<file path="src/rtl/regfile_scoreboard.sv">
// regfile_scoreboard
//   Issue-side hazard controller for the 2-read/1-write register file.
//   Keeps one busy bit per architectural register for pending writes and
//   reserves the single write port with a latency-indexed shift register
//   (slot k is the write that happens k cycles from now).
//   Issue stalls on RAW, WAW, write-port conflicts and on flush.
//
// Ports
//   clk, rst_n              clock (rising edge), async active-low reset
//   issue_valid             instruction presented for issue
//   issue_rs1/use1          source 1 address / source 1 is read
//   issue_rs2/use2          source 2 address / source 2 is read
//   issue_wr/rd/lat         writes rd, result latency (0 treated as 1)
//   flush                   squash all in-flight writes
//   issue_stall/accept      issue blocked / instruction taken this cycle
//   r1, r2, re1, re2        register file read controls
//   w, we                   register file write controls (slot 0)
//   busy_vec                pending-write bit per register, bit 0 always 0
//   idle                    no reservation slot valid
module regfile_scoreboard #(
   parameter int M     = 5,
   parameter int WORDS = 32,
   parameter int LMAX  = 8,
   parameter int LW    = 3
) (
   input  logic             clk,
   input  logic             rst_n,
   input  logic             issue_valid,
   input  logic [M-1:0]     issue_rs1,
   input  logic             issue_use1,
   input  logic [M-1:0]     issue_rs2,
   input  logic             issue_use2,
   input  logic             issue_wr,
   input  logic [M-1:0]     issue_rd,
   input  logic [LW-1:0]    issue_lat,
   input  logic             flush,
   output logic             issue_stall,
   output logic             issue_accept,
   output logic [M-1:0]     r1,
   output logic [M-1:0]     r2,
   output logic             re1,
   output logic             re2,
   output logic [M-1:0]     w,
   output logic             we,
   output logic [WORDS-1:0] busy_vec,
   output logic             idle
);

   logic [LMAX-1:0]  res;
   logic [M-1:0]     tag [LMAX];
   logic [WORDS-1:0] busy;

   logic [LW-1:0]    lat_eff;
   logic [LW-1:0]    slot_new;
   logic             wr;
   logic             raw;
   logic             waw;
   logic             port_conflict;

   always_comb begin
      lat_eff  = (issue_lat == '0) ? LW'(1) : issue_lat;
      // after this edge's shift, the write lands L-1 slots from the bottom
      slot_new = lat_eff - LW'(1);
      wr       = issue_wr & (issue_rd != '0);
      raw      = (issue_use1 & busy[issue_rs1]) | (issue_use2 & busy[issue_rs2]);
      waw      = wr & busy[issue_rd];
      // pre-shift index: slot L now becomes slot L-1 at the edge
      port_conflict = wr & res[lat_eff];
   end

   assign issue_stall  = issue_valid & (flush | raw | waw | port_conflict);
   assign issue_accept = issue_valid & ~issue_stall;
   assign r1           = issue_rs1;
   assign r2           = issue_rs2;
   assign re1          = issue_accept & issue_use1;
   assign re2          = issue_accept & issue_use2;
   assign w            = tag[0];
   assign we           = res[0] & ~flush;
   assign busy_vec     = {busy[WORDS-1:1], 1'b0};
   assign idle         = ~|res;

   always_ff @(posedge clk or negedge rst_n) begin
      if (!rst_n) begin
         res  <= '0;
         busy <= '0;
         for (int k = 0; k < LMAX; k++) tag[k] <= '0;
      end else if (flush) begin
         res  <= '0;
         busy <= '0;
         for (int k = 0; k < LMAX; k++) tag[k] <= '0;
      end else begin
         res <= {1'b0, res[LMAX-1:1]};
         for (int k = 0; k < LMAX-1; k++) tag[k] <= tag[k+1];
         tag[LMAX-1] <= '0;
         // a clear and a set never hit the same register: that case is a WAW stall
         if (we) busy[w] <= 1'b0;
         if (issue_accept && wr) begin
            res[slot_new] <= 1'b1;
            tag[slot_new] <= issue_rd;
            busy[issue_rd] <= 1'b1;
         end
      end
   end

endmodule

</file>
<file path="config.mk">
export PLATFORM = sky130hd
export DESIGN_NAME = regfile_scoreboard
export DESIGN_NICKNAME = d
export VERILOG_FILES = /design/src/rtl/regfile_scoreboard.sv
export SDC_FILE = /design/constraint.sdc
export NUM_CORES = 1
export LEC_CHECK = 0
export CAP_MARGIN = 0
export CORE_AREA = 2 2 110 112
export DETAILED_ROUTE_END_ITERATION = 12
export DIE_AREA = 0 0 112 114
export PLACE_DENSITY = 0.67
export SLEW_MARGIN = 15
export SYNTH_ARGS = -nofsm -noshare
export SYNTH_HDL_FRONTEND = slang
export SYNTH_SLANG_ARGS = --single-unit
export TNS_END_PERCENT = 30
</file>
<file path="constraint.sdc">
create_clock -name clk -period 7.3 [get_ports clk]
set_clock_uncertainty 0.1 [all_clocks]
set_input_delay 1.46 -clock clk [delete_from_list [all_inputs] [get_ports clk]]
set_output_delay 1.46 -clock clk [all_outputs]
set_load 0.01 [all_outputs]
</file>
==> flow_metrics.tcl, run 1 <==
set metrics [dict create \
    min_period_over_period 0.8831 \
    postCtsSetupBuffers 0 \
    tightest_slew_ns 0.9993 \
    ys_warn_count 0 \
    rsz0062_at_grt "false" \
    nets 552 \
    netlist_instances 510 \
    die_w_um 112 \
    clk_latency_ns 0.34 \
    ys_seq_elements 80 \
    fill_cells 1110 \
    overflow 0 \
    antenna_found_initial 0 \
    grt_use_met3 0.04516 \
    num_antenna_cells 0 \
    finalHoldViolCount 0 \
    clk_pin_slew_ns 0.06 \
    met2_usage 0.3806 \
    max_stage_delay_ns 0.73 \
    synth_area_um2 5104 \
    grt_pass1_vias 4039 \
    avgSynthCellArea_um2 10.01 \
    drive_above_1_share 0.1036 \
    cts_buffer_depth 2 \
    synth_flop_cell "dfrtp_1" \
    grt-busiest-layer "met2" \
    clock_sinks 80 \
    synth_edf_count 0 \
    layout_commonest_cell "dfrtp_1" \
    initial_core_util 0.4358 \
    place_congestion 0.9396 \
    dr.pass1.iters 4 \
    clockRootBuffer "clkbuf_16" \
    cp-end-kind "output port" \
    post_cts_resized 0 \
    whs_ns 0.3907 \
    use_met1 0.2908 \
    multi_input_comb_area_um2 2580 \
    htree_levels 3 \
    areaGrowthSynthToFinish_pct 15.76 \
    cp_max_fo 16 \
    dp_worst_setup_slack_ns 0.8526 \
    timing_worst_setup_path_type "primary input to output port" \
    fin_tns_setup_ns 0 \
    rows 40 \
    slew_headroom 0.3338 \
    numCtsBuffers 9 \
    grt_usage 0.2270 \
    cp_common_cell "clkdlybuf4s50_1" \
    cp.arrival_ns 4.89 \
    p_leak_nw 2.598 \
    slew_violations 0 \
    hpwl_mm 10.06 \
    viasPerCell 5.945 \
    die_area_um2 12770 \
    io_pins 78 \
    fp.coreArea_um2 11710 \
    required_ns 5.74 \
    synth.distinct_cells 55 \
    syn-num-nets 536 \
    ys_seq_area_frac 0.3923 \
    via_count 4031 \
    wl_per_cell_um 20.92 \
    most-common-layout-cells "80 x dfrtp_1, 74 x clkdlybuf4s50_1, 49 x mux2i_1" \
    drtIter0Drc 290 \
    cts_tree "built" \
    crit_chain "clkdlybuf4s50_1 > mux4_2 > mux2_2 > a221o_1 > a32oi_2 > o21ai_1 > buf_4 > nor3_1 > clkdlybuf4s50_1" \
    hp-class "register to register" \
    yosys.area.top_type "dfrtp_1" \
    synth_top_area_frac 0.3923 \
    worst-r2r-setup-slack_ns 4.03 \
    maxCapViolCount 0 \
    setup_violations 0 \
    ant_nets 0 \
    grt_max_degree 85 \
    period_needed_ns 6.447 \
    setup_slack_ns 0.8534 \
    cts_hold_buf 0 \
    cpMaxStageDelayCell "clkdlybuf4s50_1" \
    outcome "finished, final reports clean" \
    portBuffers 76 \
    seqCellArea_um2 2002 \
    die-height_um 114 \
    async_flop_share 1.000 \
    grt_pass1_wl_mm 22.39 \
    startpoint_type "primary input" \
    p_per_area_nw_per_um2 171.8 \
    fmax_ghz 0.1551 \
    ir_drop_uv 112.9 \
    drt_wl_total_mm 14.19 \
    synth.area.top_cells "dfrtp_1 39%, mux2i_1 9.6%, mux4_2 7.5%" \
    drc 0 \
]
[routing by layer]
layer  vias to the layer above  part of all wire
li1                       1809                 -
met1                      2005              0.42
met2                       183              0.49
met3                        34             0.064
met4                         0             0.030
met5                         -                 0
[power by group]
group,internal (W),switching (W)
registers,0.000445,0.00000158
logic,0.0000451,0.0000677
clock network,0.000274,0.000182
total,0.000764,0.000251
[per-stage QoR]
stage / cells / util / instance area (um2) / power [W]
3_3_place_gp: 662 / 0.4790 / 5609 / 0.0005651
6_report: 678 / 0.5045 / 5908 / 0.001015
5_1_grt: 678 / 0.5045 / 5908 / 0.001045
4_1_cts: 678 / 0.5045 / 5908 / 0.001022
3_5_place_dp: 662 / 0.4790 / 5609 / 0.0005672
2_1_floorplan: 510 / - / 5104 / 0.0005213
[synthesized netlist by cell type (2+ instances only)]
library cell  instances
buf_4                47
o22ai_1               2
mux2_2                9
mux4_2               17
mux2i_1              49
o21ai_0              28
nand3_1               7
o221ai_1              2
and3_1                5
and2_1                2
clkbuf_1             20
buf_2                 6
buf_1                 3
or3_1                 4
nor2_1               26
dfrtp_1              80
o21ai_1               8
nor2b_1              20
and4_1                5
nand2b_1             37
a21oi_1               9
nand4_1               5
a31oi_1               3
o2111ai_1             2
o31ai_1              14
nand2_1              27
inv_1                14
nor3b_1               8
or2_2                 3
nand3b_1             18
nor3_1                6
[critical path: cells and delay by family]
kind	cells	cell delay, ns
AND/OR/NAND/NOR	1	0.14
multiplexers	2	0.84
AO/OA/AOI/OAI	3	0.92
buffers and inverters	3	1.52
[final cells by class]
type / instances / area share
sequential: 80 / 0.3388
clock inverter: 5 / 0.009530
multi-input combinational: 340 / 0.4367
tap: 147 / 0.03113
timing repair buffer: 81 / 0.1338
inverter: 14 / 0.008895
clock buffer: 11 / 0.04108
[sequential cells by signal, indices dropped and copies added (netlist names)]
register  cells
tag          35
w             5
res           8
busy         32
[logic make-up after synthesis]
logic type,Yosys count,share of synthesized area
AO/OA/AOI/OAI,81,0.1010
other,1,0.0007348
AND/OR/NAND/NOR,180,0.2069
multiplexers,75,0.1910
buffers and inverters,90,0.1022
XOR/XNOR,2,0.003433
flip-flops,80,0.3923
adder cells (fa/ha/maj),1,0.002451
[worst paths after layout]
check / depth (start not counted) / to / start
worst max-delay path: 9 / re1 / issue_rs2[0]
worst min-delay path: 2 / tag[28] / tag[23]
worst max register to register: 7 / busy[6] / busy[15]
worst min register to register: 2 / tag[28] / tag[23]
max in group asynchronous: 1 / busy[18] / rst_n
min in group asynchronous: 1 / tag[1] / rst_n
Power figures use the tool's default switching activity.
==> run 2, diff against run 1 <==
- SLEW_MARGIN: 15 -> 20
==> flow_metrics.tcl, run 2 (synthesis gave the netlist of run 1 again) <==
set metrics [dict create \
    clockRootBuffer "clkbuf_16" \
    worst-r2r-setup-slack_ns 4.03 \
    drtIter0Drc 290 \
    clk_pin_slew_ns 0.06 \
    cp_common_cell "clkdlybuf4s50_1" \
    p_leak_nw 2.599 \
    maxCapViolCount 0 \
    via_count 4031 \
    cts_buffer_depth 2 \
    rows 40 \
    post_cts_resized 0 \
    timing_worst_setup_path_type "primary input to output port" \
    fin_tns_setup_ns 0 \
    cp_num_buf_inv 3 \
    required_ns 5.74 \
    min_period_over_period 0.8830 \
    overflow 0 \
    drt_wl_total_mm 14.19 \
    slew_violations 0 \
    top_register "tag" \
    power_w 0.001015 \
    drive_above_1_share 0.1036 \
    die-height_um 114 \
    layout_commonest_cell "dfrtp_1" \
    largest_reg_flops 35 \
    finalHoldViolCount 0 \
    io_pins 78 \
    wl_per_cell_um 20.93 \
    crit_chain "clkdlybuf4s50_1 > mux4_2 > mux2_2 > a221o_1 > a32oi_2 > o21ai_1 > buf_4 > nor3_1 > clkdlybuf4s50_1" \
    areaGrowthSynthToFinish_pct 15.84 \
    initial_core_util 0.4358 \
    period_needed_ns 6.446 \
    ir_drop_uv 112.9 \
    die_w_um 112 \
    place_congestion 0.9396 \
    antenna_found_initial 0 \
    outcome "finished, final reports clean" \
    grt_usage 0.2270 \
    hp-class "register to register" \
    final_area_um2 5912 \
    die_area_um2 12770 \
    portBuffers 76 \
    dpl_cell_area_um2 5609 \
    cts_hold_buf 0 \
    tightest_slew_ns 0.7583 \
    numCtsBuffers 9 \
    slew_headroom 0.4898 \
    rsz0062_at_grt "false" \
    whs_ns 0.3907 \
    dr.pass1.iters 4 \
    clk_latency_ns 0.34 \
    cp-end-kind "output port" \
    setup_violations 0 \
    max_stage_delay_ns 0.73 \
    grt_pass1_vias 4039 \
    htree_levels 3 \
    ant_nets 0 \
    cts_tree "built" \
    fmax_ghz 0.1551 \
    drc 0 \
    cpMaxStageDelayCell "clkdlybuf4s50_1" \
    cp_max_fo 16 \
    nets 552 \
    num_antenna_cells 0 \
    cpLargestDelayFamily "buffers and inverters" \
    grt_pass1_wl_mm 22.39 \
    clock_sinks 80 \
    postCtsSetupBuffers 0 \
    p_per_area_nw_per_um2 171.7 \
    startpoint_type "primary input" \
    fill_cells 1108 \
    cp.arrival_ns 4.89 \
    most-common-layout-cells "80 x dfrtp_1, 74 x clkdlybuf4s50_1, 49 x mux2i_1" \
    hpwl_mm 10.06 \
    grt_max_degree 85 \
    top_regs "tag x35, busy x32, res x8" \
    viasPerCell 5.945 \
    fp.coreArea_um2 11710 \
]
==> run 2: cell count changes in the layout (fill, tap and decap cells not counted) <==
cell   previous run  this run
buf_4             6         5
buf_6             0         1
==> run 2: worst paths after layout <==
path,depth (start not counted),endpoint,startpoint
hold reg to reg,2,tag[28],tag[23]
hold / removal,2,tag[28],tag[23]
setup reg to reg,7,busy[6],busy[15]
min in group asynchronous,1,tag[1],rst_n
setup / recovery,9,re1,issue_rs2[0]
max in group asynchronous,1,busy[18],rst_n
==> run 2: final cells by class <==
cell class                 count  area (um2)  share of cell area
sequential                    80        2002              0.3386
clock inverter                 5       56.30            0.009524
clock buffer                  11       242.7             0.04106
inverter                      14       52.55            0.008889
tap                          147       183.9             0.03111
timing repair buffer          81       794.5              0.1344
multi-input combinational    340        2580              0.4364
==> run 2: routing by layer <==
layer  vias to the layer above  part of all wire  global-route usage
li1                       1807                 -                   -
met1                      2005              0.42              0.2908
met2                       185              0.49              0.3806
met3                        34             0.064             0.04516
met4                         0             0.030             0.09268
met5                         -                 0                   0
==> run 2: where the power goes <==
group          internal, W  total [W]  switching (W)
combinational    0.0000454   0.000113      0.0000677
clock             0.000274   0.000455       0.000182
sequential        0.000445   0.000447     0.00000158
==> run 2: worst min-delay path, delay by kind of cell, from the launching register on <==
| family | cells | cell delay (ns) |
|---|---|---|
| mux | 1 | 0.06 |
| flops | 1 | 0.32 |
| simple gates | 1 | 0.08 |
==> run 2: through the flow <==
stage          std cells    util  worst slack [ns]
6_report             678  0.5048            0.8540
3_5_place_dp         662  0.4790            0.8526
3_3_place_gp         662  0.4790            0.9558
2_1_floorplan        510       -             1.973
4_1_cts              678  0.5045            0.8629
5_1_grt              678  0.5048            0.6247
